==> src/rtl/cs_pkg.sv <==
// Shared types and helpers for the CheckSum checker: FSM states, segment sizes,
// and the 8-bit one's-complement (end-around carry) add.
package cs_pkg;

  typedef enum logic [2:0] {IDLE, SEG1, CHK1, SEG2, CHK2} cs_state_t;

  localparam int N1          = 48;
  localparam int N2          = 16;
  localparam int TIMEOUT_CYC = 16;

  // A carry out of bit 7 can only occur when the low byte is <= 0xFE,
  // so folding it back in never overflows.
  function automatic logic [7:0] oc_add8(input logic [7:0] a, input logic [7:0] b);
    logic [8:0] s;
    s = {1'b0, a} + {1'b0, b};
    return s[7:0] + {7'd0, s[8]};
  endfunction

endpackage

==> src/rtl/cs_oc_acc.sv <==
// 8-bit one's-complement accumulator. Holds sum_d (data bytes only) and exposes
// sum_t = sum_d + current byte for checking the received checksum.
module cs_oc_acc
  import cs_pkg::*;
(
  input  logic       clk,
  input  logic       rst,
  input  logic       i_en,
  input  logic       i_first,
  input  logic [7:0] i_byte,
  output logic [7:0] o_sum_d,
  output logic [7:0] o_sum_t
);

  logic [7:0] r_sum;

  // The first byte of a segment restarts the sum from zero.
  always_ff @(posedge clk) begin
    if (rst) begin
      r_sum <= 8'h00;
    end else if (i_en) begin
      r_sum <= oc_add8(i_first ? 8'h00 : r_sum, i_byte);
    end
  end

  assign o_sum_d = r_sum;
  assign o_sum_t = oc_add8(r_sum, i_byte);

endmodule

==> src/rtl/cs_check.sv <==
// Receive-side CheckSum checker: recomputes both segment checksums and reports
// pass/fail. Optional stall timeout with err strobe under `CS_CHK_TIMEOUT_EN.
module cs_check
  import cs_pkg::*;
#(
  parameter int WIDTH_DATA_1   = N1 * 8,
  parameter int WIDTH_RESULT_1 = 8,
  parameter int WIDTH_DATA_2   = N2 * 8,
  parameter int WIDTH_RESULT_2 = 8
) (
  input  logic                                     clk,
  input  logic                                     rst,
  input  logic                                     in_valid,
  input  logic [7:0]                               data,
  output logic                                     out_valid,
  output logic [WIDTH_RESULT_1+WIDTH_RESULT_2-1:0] result,
  output logic [1:0]                               pass,
  output logic                                     err
);

  localparam int         SEG1_N = WIDTH_DATA_1 / 8;
  localparam int         SEG2_N = WIDTH_DATA_2 / 8;
  localparam logic [5:0] LAST1  = 6'(SEG1_N - 1);
  localparam logic [5:0] LAST2  = 6'(SEG2_N - 1);

  cs_state_t r_state, w_state_next;
  logic [5:0] r_cnt, w_cnt_next;
  logic       w_acc1_en, w_acc1_first, w_acc2_en, w_acc2_first;
  logic       w_chk1, w_fire;
  logic [7:0] w_sum_d1, w_sum_t1, w_sum_d2, w_sum_t2;
  logic       r_out_valid, r_pass1;
  logic [1:0] r_pass;
  logic [15:0] r_result;

  cs_oc_acc u_acc1 (
    .clk(clk), .rst(rst), .i_en(w_acc1_en), .i_first(w_acc1_first),
    .i_byte(data), .o_sum_d(w_sum_d1), .o_sum_t(w_sum_t1)
  );

  cs_oc_acc u_acc2 (
    .clk(clk), .rst(rst), .i_en(w_acc2_en), .i_first(w_acc2_first),
    .i_byte(data), .o_sum_d(w_sum_d2), .o_sum_t(w_sum_t2)
  );

`ifdef CS_CHK_TIMEOUT_EN
  logic [4:0] r_idle;
  logic       w_timeout;
  logic       r_err;
`endif

  always_ff @(posedge clk) begin
    if (rst) begin
      r_state <= IDLE;
      r_cnt   <= 6'd0;
    end else begin
      r_state <= w_state_next;
      r_cnt   <= w_cnt_next;
    end
  end

  always_comb begin
    w_state_next = r_state;
    w_cnt_next   = r_cnt;
    w_acc1_en    = 1'b0;
    w_acc1_first = 1'b0;
    w_acc2_en    = 1'b0;
    w_acc2_first = 1'b0;
    w_chk1       = 1'b0;
    w_fire       = 1'b0;
`ifdef CS_CHK_TIMEOUT_EN
    w_timeout    = 1'b0;
`endif
    case (r_state)
      // r_cnt is zero in IDLE, so IDLE and SEG1 share the byte-index logic.
      IDLE, SEG1: if (in_valid) begin
        w_acc1_en    = 1'b1;
        w_acc1_first = (r_cnt == 6'd0);
        if (r_cnt == LAST1) begin
          w_state_next = CHK1;
          w_cnt_next   = 6'd0;
        end else begin
          w_state_next = SEG1;
          w_cnt_next   = r_cnt + 6'd1;
        end
      end
      CHK1: if (in_valid) begin
        w_chk1       = 1'b1;
        w_state_next = SEG2;
      end
      SEG2: if (in_valid) begin
        w_acc2_en    = 1'b1;
        w_acc2_first = (r_cnt == 6'd0);
        if (r_cnt == LAST2) begin
          w_state_next = CHK2;
          w_cnt_next   = 6'd0;
        end else begin
          w_cnt_next   = r_cnt + 6'd1;
        end
      end
      CHK2: if (in_valid) begin
        w_fire       = 1'b1;
        w_state_next = IDLE;
      end
      default: w_state_next = IDLE;
    endcase
`ifdef CS_CHK_TIMEOUT_EN
    if (r_state != IDLE && !in_valid && r_idle == 5'(TIMEOUT_CYC - 1)) begin
      w_timeout    = 1'b1;
      w_state_next = IDLE;
      w_cnt_next   = 6'd0;
    end
`endif
  end

  always_ff @(posedge clk) begin
    if (rst) begin
      r_out_valid <= 1'b0;
      r_pass1     <= 1'b0;
      r_pass      <= 2'b00;
      r_result    <= 16'h0000;
    end else begin
      r_out_valid <= w_fire;
      if (w_chk1) r_pass1 <= (w_sum_t1 == 8'hFF);
      // Segment 1 sum is untouched between its checksum byte and CHK2.
      if (w_fire) begin
        r_result <= {~w_sum_d1, ~w_sum_d2};
        r_pass   <= {r_pass1, (w_sum_t2 == 8'hFF)};
      end
`ifdef CS_CHK_TIMEOUT_EN
      if (w_timeout) begin
        r_out_valid <= 1'b1;
        r_pass      <= 2'b00;
      end
`endif
    end
  end

`ifdef CS_CHK_TIMEOUT_EN
  always_ff @(posedge clk) begin
    if (rst) begin
      r_idle <= 5'd0;
      r_err  <= 1'b0;
    end else begin
      r_err  <= w_timeout;
      r_idle <= (in_valid || r_state == IDLE || w_timeout) ? 5'd0 : r_idle + 5'd1;
    end
  end
  assign err = r_err;
`else
  assign err = 1'b0;
`endif

  assign out_valid = r_out_valid;
  assign result    = r_result;
  assign pass      = r_pass;

endmodule
==> config.mk <==
export PLATFORM = sky130hd
export DESIGN_NAME = cs_check
export DESIGN_NICKNAME = d
export VERILOG_FILES = /design/src/rtl/cs_pkg.sv /design/src/rtl/cs_oc_acc.sv /design/src/rtl/cs_check.sv
export SDC_FILE = /design/constraint.sdc
export NUM_CORES = 1
export LEC_CHECK = 0
export ABC_AREA = 1
export BUFFER_PORTS_ARGS = -buffer_cell sky130_fd_sc_hd__buf_2
export CAP_MARGIN = 20
export CORE_ASPECT_RATIO = 1.25
export CORE_MARGIN = 1
export CORE_UTILIZATION = 66
export DETAILED_ROUTE_END_ITERATION = 6
export PLACE_DENSITY = 0.95
export SLEW_MARGIN = 5
export SYNTH_ARGS = -nofsm -noshare
export SYNTH_HDL_FRONTEND = slang
export SYNTH_SLANG_ARGS = --single-unit
==> constraint.sdc <==
create_clock -name clk -period 6.4 [get_ports clk]
set_input_delay 0.64 -clock clk [delete_from_list [all_inputs] [get_ports clk]]
set_output_delay 0.64 -clock clk [all_outputs]
set_load 0.02 [all_outputs]
## Yosys cells after proc, flatten, opt, wreduce, memory -nomap -nowiden

Index checks and enable logic that the tools add are counted.

| word-level totals | value |
|---|---|
| input port bits | 11 |
| register bits | 45 |
| output and inout port bits | 20 |
| word-level logic and storage cells | 60 |

| cells by class | value |
|---|---|
| reduce and logical (&&, ||, !) cells | 6 |
| mux-type cells | 22 |
| add/subtract/negate cells | 9 |
| bitwise operators | 2 |
| equal/unequal tests | 13 |

Operators with widths:

| kind | number |
|---|---|
| adder 8 x 8 -> 9 bit | 4 |
| adder 8 x 1 -> 8 bit | 4 |
| 2-to-1 mux 6 bit | 4 |
| == test 8 bit, second input constant | 2 |
| 2-to-1 mux 8 bit | 2 |
| inverter 8 bit | 2 |
| 2-to-1 mux 3 bit | 5 |
| one-hot mux 3 bit (4 select lines) | 1 |
| one-hot mux 6 bit (2 select lines) | 1 |
| inequality test 2 bit, second input constant | 5 |
| 2-to-1 mux 1 bit | 8 |
| adder 6 x 1 -> 6 bit, second input constant | 1 |
| == test 3 x 2 -> 1 bit, second input constant | 2 |
| == test 6 x 4 -> 1 bit, second input constant | 1 |
| == test 6 bit, second input constant | 1 |
| zero test 6 bit | 1 |
| AND reduction 5 bit | 1 |
| == test 3 x 1 -> 1 bit, second input constant | 1 |
| == test 3 bit, second input constant | 1 |
| zero test 3 bit | 1 |
| AND reduction 3 bit | 1 |
| 2-to-1 mux 2 bit | 1 |
| nonzero test 2 bit | 1 |
| OR reduction 2 bit | 1 |

## Depth between registers and ports, before layout

| depth | value |
|---|---|
| depth after elaboration | 6 |
| gate-level depth with buffers | 24 |

## Hierarchy

A second synthesis with hierarchy kept.

| unflattened totals | value |
|---|---|
| cell total of the unflattened synthesis | 622 |
| area, all modules | 4070.2 sq um |

Modules (own cells, without submodules):

| module | area an instance (sq um) | cells each | seq. area each (sq um) | times used |
|---|---|---|---|---|
| cs_oc_acc | 1413.9 | 228 | 160.2 | 2 |
| cs_check | 1242.4 | 166 | 580.6 | 1 |

## Worst setup path before layout

No wires, ideal clock.

| path | value |
|---|---|
| path type | input-to-reg |
| from | input port in_valid |
| to | register u_acc2.r_sum[6], in the netlist u_acc2.o_sum_d[6] |
| arrival | 2.923 ns |
| slack | 3.368 ns |
| stages on the path | 19 |
| data required time | 6.291 ns |
| path through | nand4_1 -> nor2_1 -> nor2_1 -> ha_1 -> fa_1 -> nand4_1 -> nand3_1 -> a21oi_1 -> o21bai_1 -> ha_1 -> nand2_1 -> or2_4 -> nor2_4 -> nand2_2 -> clkinv_2 -> nand3_1 -> nand3_1 -> nand2_1 -> inv_1 |

| on the way | value |
|---|---|
| longest elaborated chain between the ends | 5 |

Ends and longest elaborated chain:

| what | RTL line | source |
|---|---|---|
| start, declared | cs_check.sv:13 | `input logic in_valid,` |
| 2-to-1 mux 1 bit | cs_check.sv:90 | `SEG2: if (in_valid) begin` |
| 2-to-1 mux 1 bit | cs_check.sv:73 | `case (r_state)` |
| 2-to-1 mux 8 bit | cs_oc_acc.sv:22 | `r_sum <= oc_add8(i_first ? 8'h00 : r_sum, i_byte);` |
| adder 8 x 8 -> 9 bit | cs_pkg.sv:15 | `s = {1'b0, a} + {1'b0, b};` |
| adder 8 x 1 -> 8 bit | cs_pkg.sv:16 | `return s[7:0] + {7'd0, s[8]};` |
| end signal, assigned | cs_oc_acc.sv:22 |  |
| end, declared | cs_oc_acc.sv:15 | `logic [7:0] r_sum;` |

Parallel ways exist; a longest one is shown, timed or not.
A chain may end at the register's enable or synchronous reset.

## Final worst setup path

| path | value |
|---|---|
| from | register r_cnt[0] |
| to | register u_acc1.r_sum[6], in the netlist u_acc1.o_sum_d[6] |

| on the way | value |
|---|---|
| longest elaborated chain between the ends | 6 |

Ends and longest elaborated chain:

| what | RTL line | source |
|---|---|---|
| start, declared | cs_check.sv:27 | `logic [5:0] r_cnt, w_cnt_next;` |
| start signal, assigned | cs_check.sv:57 | `r_cnt <= w_cnt_next;` |
| zero test 6 bit | cs_check.sv:77 | `w_acc1_first = (r_cnt == 6'd0);` |
| 2-to-1 mux 1 bit | cs_check.sv:75 | `IDLE, SEG1: if (in_valid) begin` |
| 2-to-1 mux 1 bit | cs_check.sv:73 |  |
| 2-to-1 mux 8 bit | cs_oc_acc.sv:22 |  |
| adder 8 x 8 -> 9 bit | cs_pkg.sv:15 |  |
| adder 8 x 1 -> 8 bit | cs_pkg.sv:16 |  |
| end signal, assigned | cs_oc_acc.sv:22 |  |
| end, declared | cs_oc_acc.sv:15 |  |

No other way between the ends.

==> reports/metrics.csv <==
stage;metric;value;unit
cts;clk root buf;clkbuf_8;
finish;Fill cells;433;
synth;post-synthesis compound-gate area fraction;13.7;%
timing;hold_ws;0.444;ns
place;gpl congestion;0.925;
place;Final HPWL DP;7.36;mm
place;PortBufs;29;
timing;FMAX;270;MHz
synth;Synthesis Warnings;0;
cts;CTS tree;built;
detailed_routing;DR pass1 iterations;6;
detailed_routing;Final ANT Viol Nets;0;
timing;clk_skew;0.00750;ns
timing;Worst-Margin Slew;0.786;ns
synth;main combinational cell family by area after synthesis;simple AND/OR/NAND/NOR gates;
timing;fin crit period;3.70;ns
timing;Final Cycle Share;57.9;%
setup_path;Crit. Startpoint;r_cnt[0]$_SDFFE_PP0P_;
finish;n_diodes;0;
place;DP Area;3930;sq um
finish;design area;4020;sq um
setup_path;crit path capture;u_acc1.o_sum_d[6]$_SDFFE_PP0P_;
power;Pint;0.446;mW
grt;first-pass GRT wire length;15.4;mm
cts;postcts setup bufs;0;
cts;H-tree levels;2;
grt;Total GRT Usage;32.2;%
timing;worst relative slew slack;47.5;%
synth;area share of the largest cell type after synthesis;24.1;%
synth;main flop type after synthesis;dfxtp_1;
place;pre-CTS WS;2.56;ns
synth;most area-consuming cells after synthesis;dfxtp_1, ha_1, nand2_1, inv_1, a21oi_1;
setup_path;Reg-to-Reg Start;r_cnt[0]$_SDFFE_PP0P_;
cts;Sink Count;45;
cts;post-CTS sizing;0;
detailed_routing;final WL;9.31;mm
die;Starting Density;68.7;%
power;sw frac;35.9;%
timing;Slew Viols, Final;0;
finish;layout overhead on the synthesized area;7.43;%
timing;worst setup margin;2.70;ns
detailed_routing;Iteration-0 DRC Markers;256;
synth;post-synthesis instance total;586;
worst_hold_path;hold crit path type;reg2reg;
setup_path;worst reg2reg path depth;22;
detailed_routing;Vias/cell;5.70;
synth;number of synthesized flops with an enable pin;0;
synth;Commonest cells post-synth;nand2_1, inv_1, nor2_1;
setup_path;reg-to-reg endpoint;u_acc1.o_sum_d[6]$_SDFFE_PP0P_;
finish;Storage cell area;901;sq um
grt;vias in the first global route;3642;
power;Pleak;2.10;nW
synth;syn avg cell area;6.38;sq um
synth;simple-gate share of the synthesized area;31.7;%
timing;Final Hold Viols;0;
setup_path;critical path arrival;3.91;ns
cts;Max clock buf depth;2;
finish;area of the multi-input gates;2370;sq um
die;Rows;30;
cts;CTS Buf Count;5;
grt;total grt overflow;0;
finish;share of cells above drive strength 1;8.79;%
setup_path;critical path required time;6.61;ns
run;total of max-cap violations;0;
synth;flops & latches, synth;45;
timing;final setup vio count;0;
synth;sequential fraction of the synthesis area;24.1;%
power;Cell Pwr Density;173;nW/um^2
detailed_routing;Via Count;3865;
synth;post-synth top area cell;dfxtp_1;
die;core area;5440;sq um
setup_path;critical path class;reg2reg;
synth;cell with the most instances after synthesis;nand2_1;
detailed_routing;DR WL/cell;13.7;microns
synth;post-synthesis mux area share;0;%
synth;Synth Area in XOR/XNOR;1.87;%
setup_path;Crit Path Max Fanout;8;
die;Die Wd;69.3;microns
power;register share of total power;43.0;%
synth;Post-Synth Adder-Cell Area;16.2;%
synth;fraction of registers with async set/reset;0;%
place;Cells after DPL;670;
detailed_routing;# DRC;0;
synth;cell area after synthesis;3740;sq um
grt;largest net degree at the start of global routing;29;
finish;Finished Layout Cells;678;
die;Die Area;5970;sq um
cts;clock transition at the registers of the reported paths;0.09;ns
timing;setup TNS;0;ns
synth;syn nets;643;
setup_path;setup slack, reg-to-reg;2.70;ns
cts;Hold-fix buffers, CTS;0;
die;io pins;31;
outcome;status;finished, final reports clean;
timing;RSZ-0062 raised after global routing;false;
setup_path;crit end category;flip-flop;
finish;final net count;670;
setup_path;crit start category;flip-flop;
power;maximum vdd drop;0.157;mV
power;Psw;0.249;mW
power;clock power share;25.7;%
cts;clk_lat worst skew;0.30;ns
grt;antenna violations before repair;0;
die;Die Y;86.1;microns
synth;Synth cell types;36;
power;combinational power share;31.4;%
area by class of cell:
cell class / instances / share of cell area (%)
clock buffers: 5 / 1.71
clock inverters: 3 / 0.530
inverters: 109 / 10.2
multi-input cells: 422 / 59.1
flip-flops and latches: 45 / 22.4
well taps: 64 / 1.99
repair buffers: 30 / 3.99
placed cells by master, fill, tap and decap left out, types with 2 or more instances in the layout:
cell,count
a211oi_1,3
a21oi_1,54
buf_2,29
clkbuf_8,5
clkinv_2,2
dfxtp_1,45
fa_1,4
ha_1,42
inv_1,103
inv_2,5
nand2_1,140
nand2_2,3
nand3_1,35
nand3b_1,10
nand4_1,15
nor2_1,58
nor2_4,2
o211ai_1,3
o21a_1,2
o21ai_0,28
o21bai_1,3
or2_2,2
xnor2_1,4
xor2_1,4
critical path: stages, from the launching register on:
cell      delay, ns
dfxtp_1        0.35
inv_1          0.08
ha_1           0.16
nand4_1        0.12
nor2_1         0.56
nor2_1         0.11
ha_1           0.38
nand2_1        0.07
inv_1          0.07
nand3_1        0.09
nand3_1        0.10
a21oi_1        0.08
o21bai_1       0.26
ha_1           0.21
nand2_1        0.09
nor2_1         0.12
nand3_1        0.13
nor2_1         0.18
inv_1          0.10
o21bai_1       0.13
nand3_1        0.08
nand2_1        0.10
inv_1          0.04
power groups by stage:
stage	logic [mW]	clock network (mW)	registers, mW
finish	0.218	0.179	0.299
global route	0.248	0.189	0.300
CTS	0.215	0.179	0.298
detailed placement	0.213	0	0.305
global placement	0.204	0	0.304
floorplan	0.166	0	0.301
layer usage:
metal | wire (microns) | track usage (%) | part of all wire [%] | up-vias
li1 | - | - | - | 1931
met1 | 3480 | 33.7 | 37 | 1730
met2 | 4630 | 59.4 | 50 | 151
met3 | 605 | 4.11 | 6.5 | 53
met4 | 601 | 22.1 | 6.5 | 0
met5 | 0 | 0 | 0 | -
through the flow:
stage / util, % / total power, mW
global route: 73.8 / 0.737
finish: 73.8 / 0.695
CTS: 73.8 / 0.692
detailed placement: 72.1 / 0.518
global placement: 71.9 / 0.508
floorplan: - / 0.468
worst min path at each step:
stage	cells past startpoint	to	slack (ns)	startpoint
final	2	pass[1]$_SDFFE_PP0P_	0.44	pass[1]$_SDFFE_PP0P_
after global routing	2	result[3]$_SDFFE_PP0P_	0.46	result[3]$_SDFFE_PP0P_
after CTS	2	result[1]$_SDFFE_PP0P_	0.45	result[1]$_SDFFE_PP0P_
after detailed placement	2	pass[1]$_SDFFE_PP0P_	0.43	pass[1]$_SDFFE_PP0P_
after global placement	2	result[1]$_SDFFE_PP0P_	0.43	result[1]$_SDFFE_PP0P_
after floorplan	2	r_pass1$_SDFFE_PP0P_	0.44	r_pass1$_SDFFE_PP0P_
sequential cells by signal, indices dropped and copies added, names as in the netlist:
signal,flops
u_acc2.o_sum_d,8
out_valid,1
result,16
r_cnt,6
pass,2
r_pass1,1
r_state,3
u_acc1.o_sum_d,8
logic make-up (layout without fill, tap and decap cells):
kind of cell             after synthesis  after routing
buffers and inverters                119            147
XOR/XNOR                               8              8
flip-flops                            45             45
adder cells (fa/ha/maj)               46             46
AND/OR/NAND/NOR                      271            271
other                                  1              1
AO/OA/AOI/OAI                         96             96
Power figures use the tool's default switching activity.
